--- src/rtl/alu_mul_seq.sv ---
// alu_mul_seq: multi-cycle 16x16 unsigned shift-and-add multiplier (low 16 bits).
// Drives an external clocked ALU with add operations and accumulates its results.
//
// Ports:
//   clk, rst         clock, synchronous active-high reset
//   start            request, accepted only while idle
//   mcand, mplier    operands, sampled when start is accepted
//   busy             high from the cycle after accept through the DONE cycle
//   done             one-cycle pulse in the DONE cycle
//   product/zero/neg truncated product and its flags, held until the next DONE
//   alu_a, alu_b     ALU operands (accumulator, shifted multiplicand)
//   alu_op           ALU opcode, always add (2'b00)
//   alu_result       ALU result, valid ALU_LAT cycles after operands are stable
module alu_mul_seq #(
    parameter int ALU_LAT = 1
) (
    input  logic        clk,
    input  logic        rst,
    input  logic        start,
    input  logic [15:0] mcand,
    input  logic [15:0] mplier,
    output logic        busy,
    output logic        done,
    output logic [15:0] product,
    output logic        zero,
    output logic        neg,
    output logic [15:0] alu_a,
    output logic [15:0] alu_b,
    output logic [1:0]  alu_op,
    input  logic [15:0] alu_result
);

    typedef enum logic [2:0] {
        S_IDLE,
        S_CHECK,
        S_ISSUE,
        S_WAIT,
        S_DONE
    } state_t;

    localparam int CW = (ALU_LAT > 1) ? $clog2(ALU_LAT) : 1;

    state_t        state_q;
    logic [15:0]   acc_q;
    logic [15:0]   a_q;
    logic [15:0]   b_q;
    logic [CW-1:0] wcnt_q;
    logic          busy_q;
    logic          done_q;
    logic [15:0]   product_q;
    logic          zero_q;
    logic          neg_q;
    logic [15:0]   alu_a_q;
    logic [15:0]   alu_b_q;
    logic [1:0]    alu_op_q;

    // Per-bit step: the bit shifted out of a_q is dropped (mod 2^16).
    logic [15:0] a_d;
    logic [15:0] b_d;

    assign a_d = {a_q[14:0], 1'b0};
    assign b_d = {1'b0, b_q[15:1]};

    always_ff @(posedge clk) begin
        if (rst) begin
            state_q   <= S_IDLE;
            acc_q     <= '0;
            a_q       <= '0;
            b_q       <= '0;
            wcnt_q    <= '0;
            busy_q    <= 1'b0;
            done_q    <= 1'b0;
            product_q <= '0;
            zero_q    <= 1'b0;
            neg_q     <= 1'b0;
            alu_a_q   <= '0;
            alu_b_q   <= '0;
            alu_op_q  <= 2'b00;
        end else begin
            done_q <= 1'b0;
            unique case (state_q)
                S_IDLE: begin
                    if (start) begin
                        a_q     <= mcand;
                        b_q     <= mplier;
                        acc_q   <= '0;
                        busy_q  <= 1'b1;
                        state_q <= S_CHECK;
                    end
                end
                S_CHECK: begin
                    if (b_q == 16'd0) begin
                        // Results are registered on entry so they are
                        // already valid while done is high.
                        product_q <= acc_q;
                        zero_q    <= (acc_q == 16'd0);
                        neg_q     <= acc_q[15];
                        done_q    <= 1'b1;
                        state_q   <= S_DONE;
                    end else if (!b_q[0]) begin
                        a_q <= a_d;
                        b_q <= b_d;
                    end else begin
                        alu_a_q  <= acc_q;
                        alu_b_q  <= a_q;
                        alu_op_q <= 2'b00;
                        state_q  <= S_ISSUE;
                    end
                end
                S_ISSUE: begin
                    if (ALU_LAT == 0) begin
                        acc_q   <= alu_result;
                        a_q     <= a_d;
                        b_q     <= b_d;
                        state_q <= S_CHECK;
                    end else begin
                        wcnt_q  <= CW'(ALU_LAT - 1);
                        state_q <= S_WAIT;
                    end
                end
                S_WAIT: begin
                    if (wcnt_q == '0) begin
                        acc_q   <= alu_result;
                        a_q     <= a_d;
                        b_q     <= b_d;
                        state_q <= S_CHECK;
                    end else begin
                        wcnt_q <= wcnt_q - 1'b1;
                    end
                end
                S_DONE: begin
                    busy_q  <= 1'b0;
                    state_q <= S_IDLE;
                end
                default: begin
                    busy_q  <= 1'b0;
                    state_q <= S_IDLE;
                end
            endcase
        end
    end

    assign busy    = busy_q;
    assign done    = done_q;
    assign product = product_q;
    assign zero    = zero_q;
    assign neg     = neg_q;
    assign alu_a   = alu_a_q;
    assign alu_b   = alu_b_q;
    assign alu_op  = alu_op_q;

endmodule

--- config.mk ---
export PLATFORM = sky130hd
export DESIGN_NAME = alu_mul_seq
export DESIGN_NICKNAME = d
export VERILOG_FILES = /design/src/rtl/alu_mul_seq.sv
export SDC_FILE = /design/constraint.sdc
export NUM_CORES = 1
export LEC_CHECK = 0
export CORE_UTILIZATION = 29
export DETAILED_ROUTE_END_ITERATION = 6
export HOLD_SLACK_MARGIN = 0.15
export SYNTH_ARGS = -nofsm -noshare
export SYNTH_HDL_FRONTEND = slang
export SYNTH_SLANG_ARGS = --single-unit
--- constraint.sdc ---
create_clock -name clk -period 2.1 [get_ports clk]
set_clock_uncertainty 0.15 [all_clocks]
set_input_delay 0.63 -clock clk [delete_from_list [all_inputs] [get_ports clk]]
set_output_delay 0.63 -clock clk [all_outputs]
set_load 0.02 [all_outputs]
After elaboration in Yosys (flattened, before gate mapping)
Index checks and enable logic that the tools add are counted.
{"block": "word_totals", "reg_bits": 104, "input_bits": 51, "out_inout_bits": 54}
{"block": "op_classes", "addsub": 1, "reduce_logical": 15, "n_eq_ne": 8, "bitwise": 3, "n_mux": 23}
{"operator": "16-bit two-way mux", "count": 10}
{"operator": "16-bit one-hot mux with 3 select lines", "count": 2}
{"operator": "16-bit zero test", "count": 2}
{"operator": "16-bit one-hot mux with 2 select lines", "count": 1}
{"operator": "3-bit two-way mux", "count": 4}
{"operator": "3-bit one-hot mux with 4 select lines", "count": 1}
{"operator": "3-bit AND reduction", "count": 3}
{"operator": "2-bit inequality test (second input constant)", "count": 4}
{"operator": "3-bit by 2-bit equality test with 1-bit output (second input constant)", "count": 2}
{"operator": "5-bit AND reduction", "count": 1}
{"operator": "1-bit one-hot mux with 2 select lines", "count": 2}
{"operator": "2-bit AND reduction", "count": 2}
{"operator": "4-bit AND reduction", "count": 1}
{"operator": "2-bit nonzero test", "count": 2}
{"operator": "3-bit by 1-bit equality test with 1-bit output (second input constant)", "count": 1}
{"operator": "3-bit zero test", "count": 1}
{"operator": "1-bit two-way mux", "count": 3}
{"operator": "3-bit inequality test (second input constant)", "count": 1}
{"operator": "1-bit NOT", "count": 3}
{"operator": "3-bit nonzero test", "count": 1}
{"operator": "3-bit OR reduction", "count": 1}
{"operator": "2-bit OR reduction", "count": 1}
{"operator": "1-bit subtractor (second input constant)", "count": 1}

Depth between registers and ports, before layout
Gate-level depths: netlist (run 1).
{"block": "logic_depth", "ltp_word": 4, "mapped_depth": 7, "depth_no_buf": 4}

Worst setup path after synthesis (run 1)
No wires, ideal clock.
{"block": "synth_timing", "path_kind": "input -> register", "start": "input start", "end": "register a_q[10]", "required_time_ns": 1.805, "setup_time_ns": 0.145, "t_arrival_ns": 1.661, "slack_ns": 0.144, "stages": 6, "path_cell_list": "or3b_1 a21oi_2 a21o_1 buf_4 buf_6 a211oi_2"}
{"block": "synth_via", "elab_chain_cells": 2}
{"element": "from (decl)", "line_no": "19", "rtl": "input logic start,"}
{"element": "2-bit inequality test (no source line)"}
{"element": "5-bit AND reduction (no source line)"}
{"element": "to (signal assigned)", "line_no": "84", "rtl": "a_q <= mcand;"}
{"element": "to (decl)", "line_no": "45", "rtl": "logic [15:0] a_q;"}
No other way between the ends.
A chain may end at the register's enable or synchronous reset.

Final worst setup path (run 1)
{"block": "layout_timing", "start": "register product_q[1], in the netlist product[1]", "end": "output product[1]"}
{"element": "from (decl)", "line_no": "50", "rtl": "logic [15:0] product_q;"}
{"element": "from (signal assigned)", "line_no": "95", "rtl": "product_q <= acc_q;"}
{"element": "to (decl)", "line_no": "24", "rtl": "output logic [15:0] product,"}
No word-level cell between the ends.

==> results.md, run 1 <==
- Final number of setup-violating endpoints: 0
- H-tree depth: 3
- M1 GR Usage: 22.1%
- WL final: 12.3 mm
- Initial Util: 30.1%
- CP Capture Type: primary output
- RR Endpoint: b_q[7]
- Drt drc: 0
- Total track usage: 17.0%
- Layout cells sized above 1: 12.1%
- Cells on worst reg2reg path: 6
- Hold endpoint: alu_a[4]
- Die area: 15100 µm²
- Switch share: 29.1%
- Crit path time final: 2060 ps
- Critical path startpoint category: flip-flop
- Port bufs: 102
- Average size of a mapped cell: 9.10 µm²
- FF-to-FF setup slack: 120 ps
- Worst Hold Launch: alu_a[4]
- Placed inst area: 5500 µm²
- FF+latch count, synth: 102
- CP Buf/Inv Count: 1
- Initial antenna violation count: 1
- CP top delay family: buffers and inverters
- Setup_tns: 0 ps
- I/O pins: 105
- Fmax: 485 MHz
- Async SR Flop Fraction: 0%
- Grt met2 use: 27.1%
- Dpl hpwl: 8.44 mm
- Worst-path clk slew: 70 ps
- Die X: 123 µm
- Cell area after synthesis: 4250 µm²
- CTS tree: done
- HP Class: reg2reg
- Row cnt: 43
- Crit-path slowest cell: clkdlybuf4s50_1
- LEAKAGE: 2.61 nW
- CP max FO: 2
- Sequential share of the synthesized area: 48.1%
- Worst R2R Start: b_q[4]
- Via Count: 3806
- Most frequent cells in the layout: dfxtp_1, nand2_1, clkdlybuf4s50_1
- Hold Buf Count CTS: 0
- Internal portion of total power: 3.39 mW
- Clock tree sinks: 102
- Status: completed
- Vias in the first global route: 3781
- Arrival @ worst endpoint: 1280 ps
- Routed wire per std cell: 16.4 µm
- WHS Path Cells: 2
- Via density: 5.08
- Busiest layer in global routing: met2
- Drt first pass iters: 4
- Initial DRC Count: 336
- Clk buf depth: 2
- Kind of critical path: reg2out
- Final period util: 98.2%
- Area grow syn2layout: 39.6%
- Cells after synthesis: 467
- Post-synth EDFFs: 0
- Main synth FF type: dfxtp_1
- Comb power frac: 21.1%
- CTS Buf Count: 9
- Die Height: 123 µm
- Clock latency on the worst-skew pair: 350 ps
- CP max stage delay: 610 ps
- RSZ-0062 raised after global routing: false
- RD Place Congestion: 0.804
- Distinct cell type count of the synthesized netlist: 36
- Fin area: 5930 µm²
- PwrDens: 807 nW/µm²
- Global Route met3 Usage: 4.29%
- Commonest non-fill, non-tap cell in the layout: dfxtp_1
- Worst VDD drop: 0.437 mV
- Grt ovf: 0
- Clk root buf: clkbuf_16
- Max Slew Vio Count: 0
- First-pass GRT wire length: 19.5 mm
- Max Cap Viol: 0
- Fin. Hold Viols: 0
- Flop pwr share: 45.5%
- CP Cell Sequence: clkdlybuf4s50_1
- Core Region: 14100 µm²
- Antenna viol nets, final: 0
- Net switching power: 1.39 mW
- Synth Warn #: 0
- Required @ worst endpoint: 1320 ps
- Largest net degree at the start of global routing: 43
- Fin nets: 615
- Clock network fraction of design power: 33.3%
==> cell families (layout without fill, tap and decap cells) <==
family / after synthesis / in the layout / share of synthesized area (%)
AND/OR/NAND/NOR: 128 / 128 / 14.8
multiplexers: 16 / 16 / 3.77
flip-flops: 102 / 102 / 48.1
AO/OA/AOI/OAI: 168 / 168 / 27.3
buffers and inverters: 52 / 152 / 5.98
other: 1 / 3 / 0.0883
==> flip-flops by register name, summed over array words and instances, names as in the netlist <==
signal / count
state_q: 3
busy: 1
product: 16
zero: 1
alu_b: 16
done: 1
a_q: 16
alu_a: 16
b_q: 16
acc_q: 16
==> worst max-delay path by stage <==
stage                    start  cells after the start    endpoint  slack, ps
CTS                  alu_b[13]                      1   alu_b[13]        0.2
finish              product[1]                      1  product[1]         40
global placement         start                      6   acc_q[15]       -450
floorplan                start                      6     a_q[10]        140
detailed placement       start                      6     a_q[12]       -500
global route         alu_a[15]                      1   alu_a[15]          2
==> synth_stat cells (all sizes together) (3+ instances only) <==
cell type    n  area [µm²]
mux2i       16         160
nor2        20        75.1
a21oi       51         259
o21ai       18        90.1
nor4         8         110
nor3         4        25.0
inv          3        11.3
a22oi       30         225
clkbuf      25        93.8
a211oi      60         500
nor2b        4        25.0
nand2       67         251
nand3       16        80.1
dfxtp      102        2040
buf         24         149
==> worst reg2reg max path, cell delays in order, from the launching register on <==
cell,delay [ps]
dfxtp_1,350
nor4_4,360
a41oi_2,190
a21o_1,220
buf_6,130
bufbuf_16,270
a211oi_1,220
==> power groups by stage <==
stage | combinational [mW] | clock [mW] | sequential, mW
finish | 1.01 | 1.60 | 2.18
CTS | 1.01 | 1.65 | 2.18
detailed placement | 0.918 | 0 | 2.22
global placement | 0.899 | 0 | 2.22
global route | 1.10 | 1.72 | 2.20
floorplan | 0.601 | 0 | 2.21
==> metrics by stage <==
stage | total power, mW | cells | setup WS (ps) | util [%] | hold slack, ps
after floorplan | 2.81 | 468 | 144 | - | 282
after global placement | 3.12 | 727 | -451 | 39.0 | 295
after detailed placement | 3.14 | 727 | -503 | 39.0 | 298
after CTS | 4.84 | 748 | 0.154 | 41.6 | 307
after global routing | 5.02 | 749 | 1.51 | 42.1 | 314
final | 4.79 | 749 | 38.8 | 42.1 | 302
==> per-layer routing <==
| layer | vias to the layer above | routed length [µm] |
|---|---|---|
| met5 | - | 0 |
| met4 | 0 | 179 |
| met3 | 13 | 702 |
| met2 | 94 | 5700 |
| met1 | 1801 | 5670 |
| li1 | 1898 | - |
==> final cells by class <==
| cell class | instances | area [µm²] |
|---|---|---|
| diodes | 1 | 2.50 |
| clock buffers | 10 | 239 |
| clock inverters | 5 | 41.3 |
| fillers | 1418 | 8160 |
| inverters | 3 | 11.3 |
| multi-input cells | 314 | 1980 |
| flip-flops and latches | 102 | 2040 |
| well taps | 180 | 225 |
| repair buffers | 134 | 1400 |
==> repair_timing <==
action | CTS | global route
buffers inserted | 4 | 0
hold endpoints to repair | 0 | 0
resized for setup | 23 | 27
cloned | 2 | 0
endpoints found under the setup margin | 61 | 27
pin swaps | 3 | 0
Note: power is estimated with default switching activity, not from simulation.
==> run 2, diff against run 1 <==
Settings changed: GPL_TIMING_DRIVEN from default to 0.
==> run 2 against run 1 <==
Effect of this change:
- utilization up 0.11 points
- wire length up 1.4%
- critical path type unchanged
- die area unchanged
- highest routed layer unchanged
- global-route usage down 0.099 points
- combinational power down 7%
- sequential power about the same
- final cell count up 2.8%
- design area up 0.25%
==> results.md, run 2 (same netlist as run 1, synthesis figures left out) <==
- Die Height: 123 µm
- CP Capture Type: primary output
- CP max FO: 2
- CTS Buf Count: 9
- Vias in the first global route: 3857
- Ant diodes: 0
- Final number of setup-violating endpoints: 0
- Fin. Hold Viols: 0
- Die area: 15100 µm²
- Clk root buf: clkbuf_16
- CP max stage delay: 620 ps
- Initial DRC Count: 265
- I/O pins: 105
- First-pass GRT wire length: 19.5 mm
- RD Place Congestion: 0.793
- RSZ-0062 raised after global routing: false
- CP top delay family: buffers and inverters
- CTS tree: done
- Routed wire per std cell: 16.1 µm
- Layout cells sized above 1: 12.4%
- Kind of critical path: reg2out
- Initial Util: 30.1%
- Tightest Pin Transition: 504 ps
- Final core occ: 42.2%
- Most frequent cells in the layout: dfxtp_1, nand2_1, clkdlybuf4s50_1
- Die X: 123 µm
- Worst-path clk slew: 70 ps
- Required @ worst endpoint: 1320 ps
- Clock latency on the worst-skew pair: 350 ps
- Dpl hpwl: 9.13 mm
- Max Slew Vio Count: 0
- Slew HR: 66.2%
- Hold Slack: 303 ps
- Grt ovf: 0
- Arrival @ worst endpoint: 1290 ps
- H-tree depth: 3
- Initial antenna violation count: 0
- Clk buf depth: 2
- Setup_tns: 0 ps
- Core Region: 14100 µm²
- Area grow syn2layout: 40.0%
- Drt first pass iters: 5
- Via Count: 3900
- Clock tree sinks: 102
- WL final: 12.4 mm
- Hold Buf Count CTS: 0
- Crit-path slowest cell: clkdlybuf4s50_1
- Final period util: 98.5%
- Worst VDD drop: 0.425 mV
- LEAKAGE: 2.58 nW
- Commonest non-fill, non-tap cell in the layout: dfxtp_1
- Crit path time final: 2070 ps
- Largest net degree at the start of global routing: 18
- CP Cell Sequence: clkdlybuf4s50_1
- Fin nets: 636
- CP Buf/Inv Count: 1
- Fmax: 483 MHz
- Max Cap Viol: 0
- PwrDens: 829 nW/µm²
- Total track usage: 16.9%
- Critical path startpoint category: flip-flop
- Port bufs: 102
- Drt drc: 0
- Row cnt: 43
- Power, Total: 4.93 mW
- HP Class: reg2reg
- Status: completed
- Antenna viol nets, final: 0
- Via density: 5.06
==> run 2: changes by cell type in the layout (fill, tap and decap cells not counted), sizes merged <==
cell           change
bufbuf             -1
diode              -1
clkinv             +4
buf                -4
bufinv             +2
dlymetal6s2s       -3
clkdlybuf4s50      +3
clkinvlp           -1
clkbuf            +24
inv                -3
dlygate4sd2        +1
==> run 2: metrics by stage <==
| stage | cell area (µm²) | instances | setup WS (ps) |
|---|---|---|---|
| floorplan | 4250 | 468 | 144 |
| global route | 5950 | 770 | 2.52 |
| CTS | 5870 | 769 | 0.371 |
| global placement | 5500 | 750 | -621 |
| finish | 5950 | 770 | 30.9 |
| detailed placement | 5500 | 750 | -590 |
==> run 2: area by class of cell <==
class	count	area [µm²]
fill	1415	8150
sequential	102	2040
multi-input combinational	314	1970
timing repair buffer	107	1110
buffer	48	263
clock buffer	9	225
tap	180	225
clock inverter	7	98.8
inverter	3	11.3
==> run 2: path summary, 6_finish.rpt <==
| kind | start | to | slack, ps | cells past startpoint |
|---|---|---|---|---|
| worst max register to register | state_q[1] | b_q[14] | 170 | 7 |
| worst min register to register | alu_a[5] | alu_a[5] | 300 | 2 |
| worst min-delay path | alu_a[5] | alu_a[5] | 300 | 2 |
| worst max-delay path | product[9] | product[9] | 30 | 1 |
==> run 2: repair_timing <==
item,CTS,global route
gates cloned,0,0
buffers inserted,3,2
pin swaps,2,1
hold endpoints to repair,0,0
setup endpoints to repair,79,60
resized for setup,28,32
==> run 2: metal layers <==
| metal | GRT usage, % | vias up | share of wire [%] |
|---|---|---|---|
| met3 | 2.44 | 14 | 4.8 |
| met5 | 0 | - | 0 |
| met1 | 22.6 | 1843 | 47 |
| met4 | 7.00 | 0 | 1.9 |
| li1 | - | 1945 | - |
| met2 | 27.2 | 98 | 46 |
==> run 2: report_power, final <==
group	leakage (nW)	internal, mW	switching, mW
combinational	1.60	0.432	0.508
sequential	0.830	2.06	0.121
clock	0.156	1.05	0.764
total	2.58	3.54	1.39
==> run 3, diff against run 2 <==
Clock period 2.1 ns to 2.19 ns, I/O delays scaled along.
==> run 3 against run 2 <==
Effect of this change:
- die area is the same
- critical path type unchanged
- combinational power shrank 3.3%
- wire length shrank 0.27%
- register-to-register slack is essentially flat
- global-route usage grew 0.069 points
- clock power shrank 4%
- highest routed layer unchanged
- worst setup slack gained 10 ps
- largest power group unchanged
- sequential cell count is the same
- via count grew 0.67%
- largest cell class unchanged
==> results.md, run 3 (same netlist as run 1, synthesis figures left out) <==
- I/O pins: 105
- LEAKAGE: 2.08 nW
- Worst VDD drop: 0.410 mV
- Ant diodes: 0
- First-pass GRT wire length: 19.6 mm
- Kind of critical path: reg2out
- Tightest Pin Transition: 565 ps
- Hold Buf Count CTS: 0
- Required @ worst endpoint: 1380 ps
- Grt ovf: 0
- Crit path time final: 2150 ps
- Clock tree sinks: 102
- Clk root buf: clkbuf_16
- Die Height: 123 µm
- Via density: 5.08
- Critical path startpoint category: flip-flop
- Largest net degree at the start of global routing: 18
- Max Slew Vio Count: 0
- Final number of setup-violating endpoints: 0
- Antenna viol nets, final: 0
- PwrDens: 800 nW/µm²
- CP max FO: 2
- Commonest non-fill, non-tap cell in the layout: dfxtp_1
- CP Buf/Inv Count: 1
- Max Cap Viol: 0
- CP Capture Type: primary output
- CP max stage delay: 620 ps
- CP Cell Sequence: clkdlybuf4s50_1
- Area grow syn2layout: 39.3%
- Via Count: 3926
- Fin area: 5920 µm²
- RSZ-0062 raised after global routing: false
- Fin. Hold Viols: 0
- Clock latency on the worst-skew pair: 350 ps
- Dpl hpwl: 9.13 mm
- Die X: 123 µm
- Initial antenna violation count: 0
- Layout cells sized above 1: 12.0%
- Crit-path slowest cell: clkdlybuf4s50_1
- Fin nets: 639
- HP Class: reg2reg
- Row cnt: 43
- H-tree depth: 3
- Arrival @ worst endpoint: 1340 ps
- WL final: 12.4 mm
- Total track usage: 16.9%
- Fmax: 465 MHz
- Slew HR: 62.2%
- Final period util: 98.1%
- Most frequent cells in the layout: dfxtp_1, clkdlybuf4s50_1, nand2_1
- Initial Util: 30.1%
- Die area: 15100 µm²
- Placed inst area: 5500 µm²
- Worst-path clk slew: 70 ps
- Core Region: 14100 µm²
- Vias in the first global route: 3859
- Clk buf depth: 2
- CTS Buf Count: 9
- Drt drc: 0
- Status: completed
- Drt first pass iters: 4
- CTS tree: done
- Initial DRC Count: 272
- Routed wire per std cell: 16.0 µm
- CP top delay family: buffers and inverters
- Power, Total: 4.74 mW
- Port bufs: 102
- RD Place Congestion: 0.793
run 3: changes by cell type in the layout (fill, tap and decap cells not counted), moves of 2 or more:
| cell | previous run | this run |
|---|---|---|
| nor2_1 | 18 | 20 |
| dlygate4sd2_1 | 18 | 2 |
| clkbuf_1 | 18 | 21 |
| nor2_2 | 2 | 0 |
| dlymetal6s2s_1 | 24 | 1 |
| buf_2 | 13 | 15 |
| clkbuf_2 | 7 | 5 |
| clkdlybuf4s50_1 | 60 | 99 |
run 3: layer usage:
metal	up-vias	routed length, µm	global-route usage, %
met1	1861	5830	22.8
met4	0	263	7.30
met3	16	602	2.40
met5	-	0	0
met2	99	5700	27.1
li1	1950	-	-
run 3: through the flow:
stage,instances,hold WS (ps),setup WS (ps),utilization (%),setup TNS [ps]
finish,773,306,41.2,42.0,0
global route,773,330,1.06,42.0,0
CTS,771,304,14.7,41.8,0
detailed placement,750,296,-527,39.0,-34800
global placement,750,292,-558,39.0,-33910
floorplan,468,282,207,-,0
run 3: worst paths after layout:
check             cells past startpoint         end        from  slack [ps]
setup / recovery                      1  product[1]  product[1]          40
hold / removal                        2   alu_b[15]     a_q[15]         310
setup reg to reg                      7      b_q[7]  state_q[2]         170
hold reg to reg                       2   alu_b[15]     a_q[15]         310
run 3: what timing repair did:
| action | CTS | global route |
|---|---|---|
| resized for setup | 11 | 5 |
| gates cloned | 1 | 0 |
| hold endpoints to repair | 0 | 0 |
| buffers inserted | 4 | 2 |
| pin swaps | 1 | 1 |
| setup endpoints to repair | 44 | 56 |
run 3: area by class of cell:
cell class,instances,area (µm²)
Fill cell,1407,8180
Sequential cell,102,2040
Multi-Input combinational cell,314,1970
Timing Repair Buffer,109,1080
Buffer,49,265
Clock buffer,9,225
Tap cell,180,225
Clock inverter,7,98.8
Inverter,3,11.3
run 3: tightest hold or removal path, cell delays in order (launching register included):
cell     delay (ps)
dfxtp_1         310
nand2_1          50
a21oi_1          50
run 3: report_power, final:
group	switching (mW)	internal [mW]	leakage, nW	total [mW]
clock	0.735	1.01	0.156	1.74
combinational	0.487	0.421	1.10	0.908
sequential	0.116	1.97	0.830	2.09
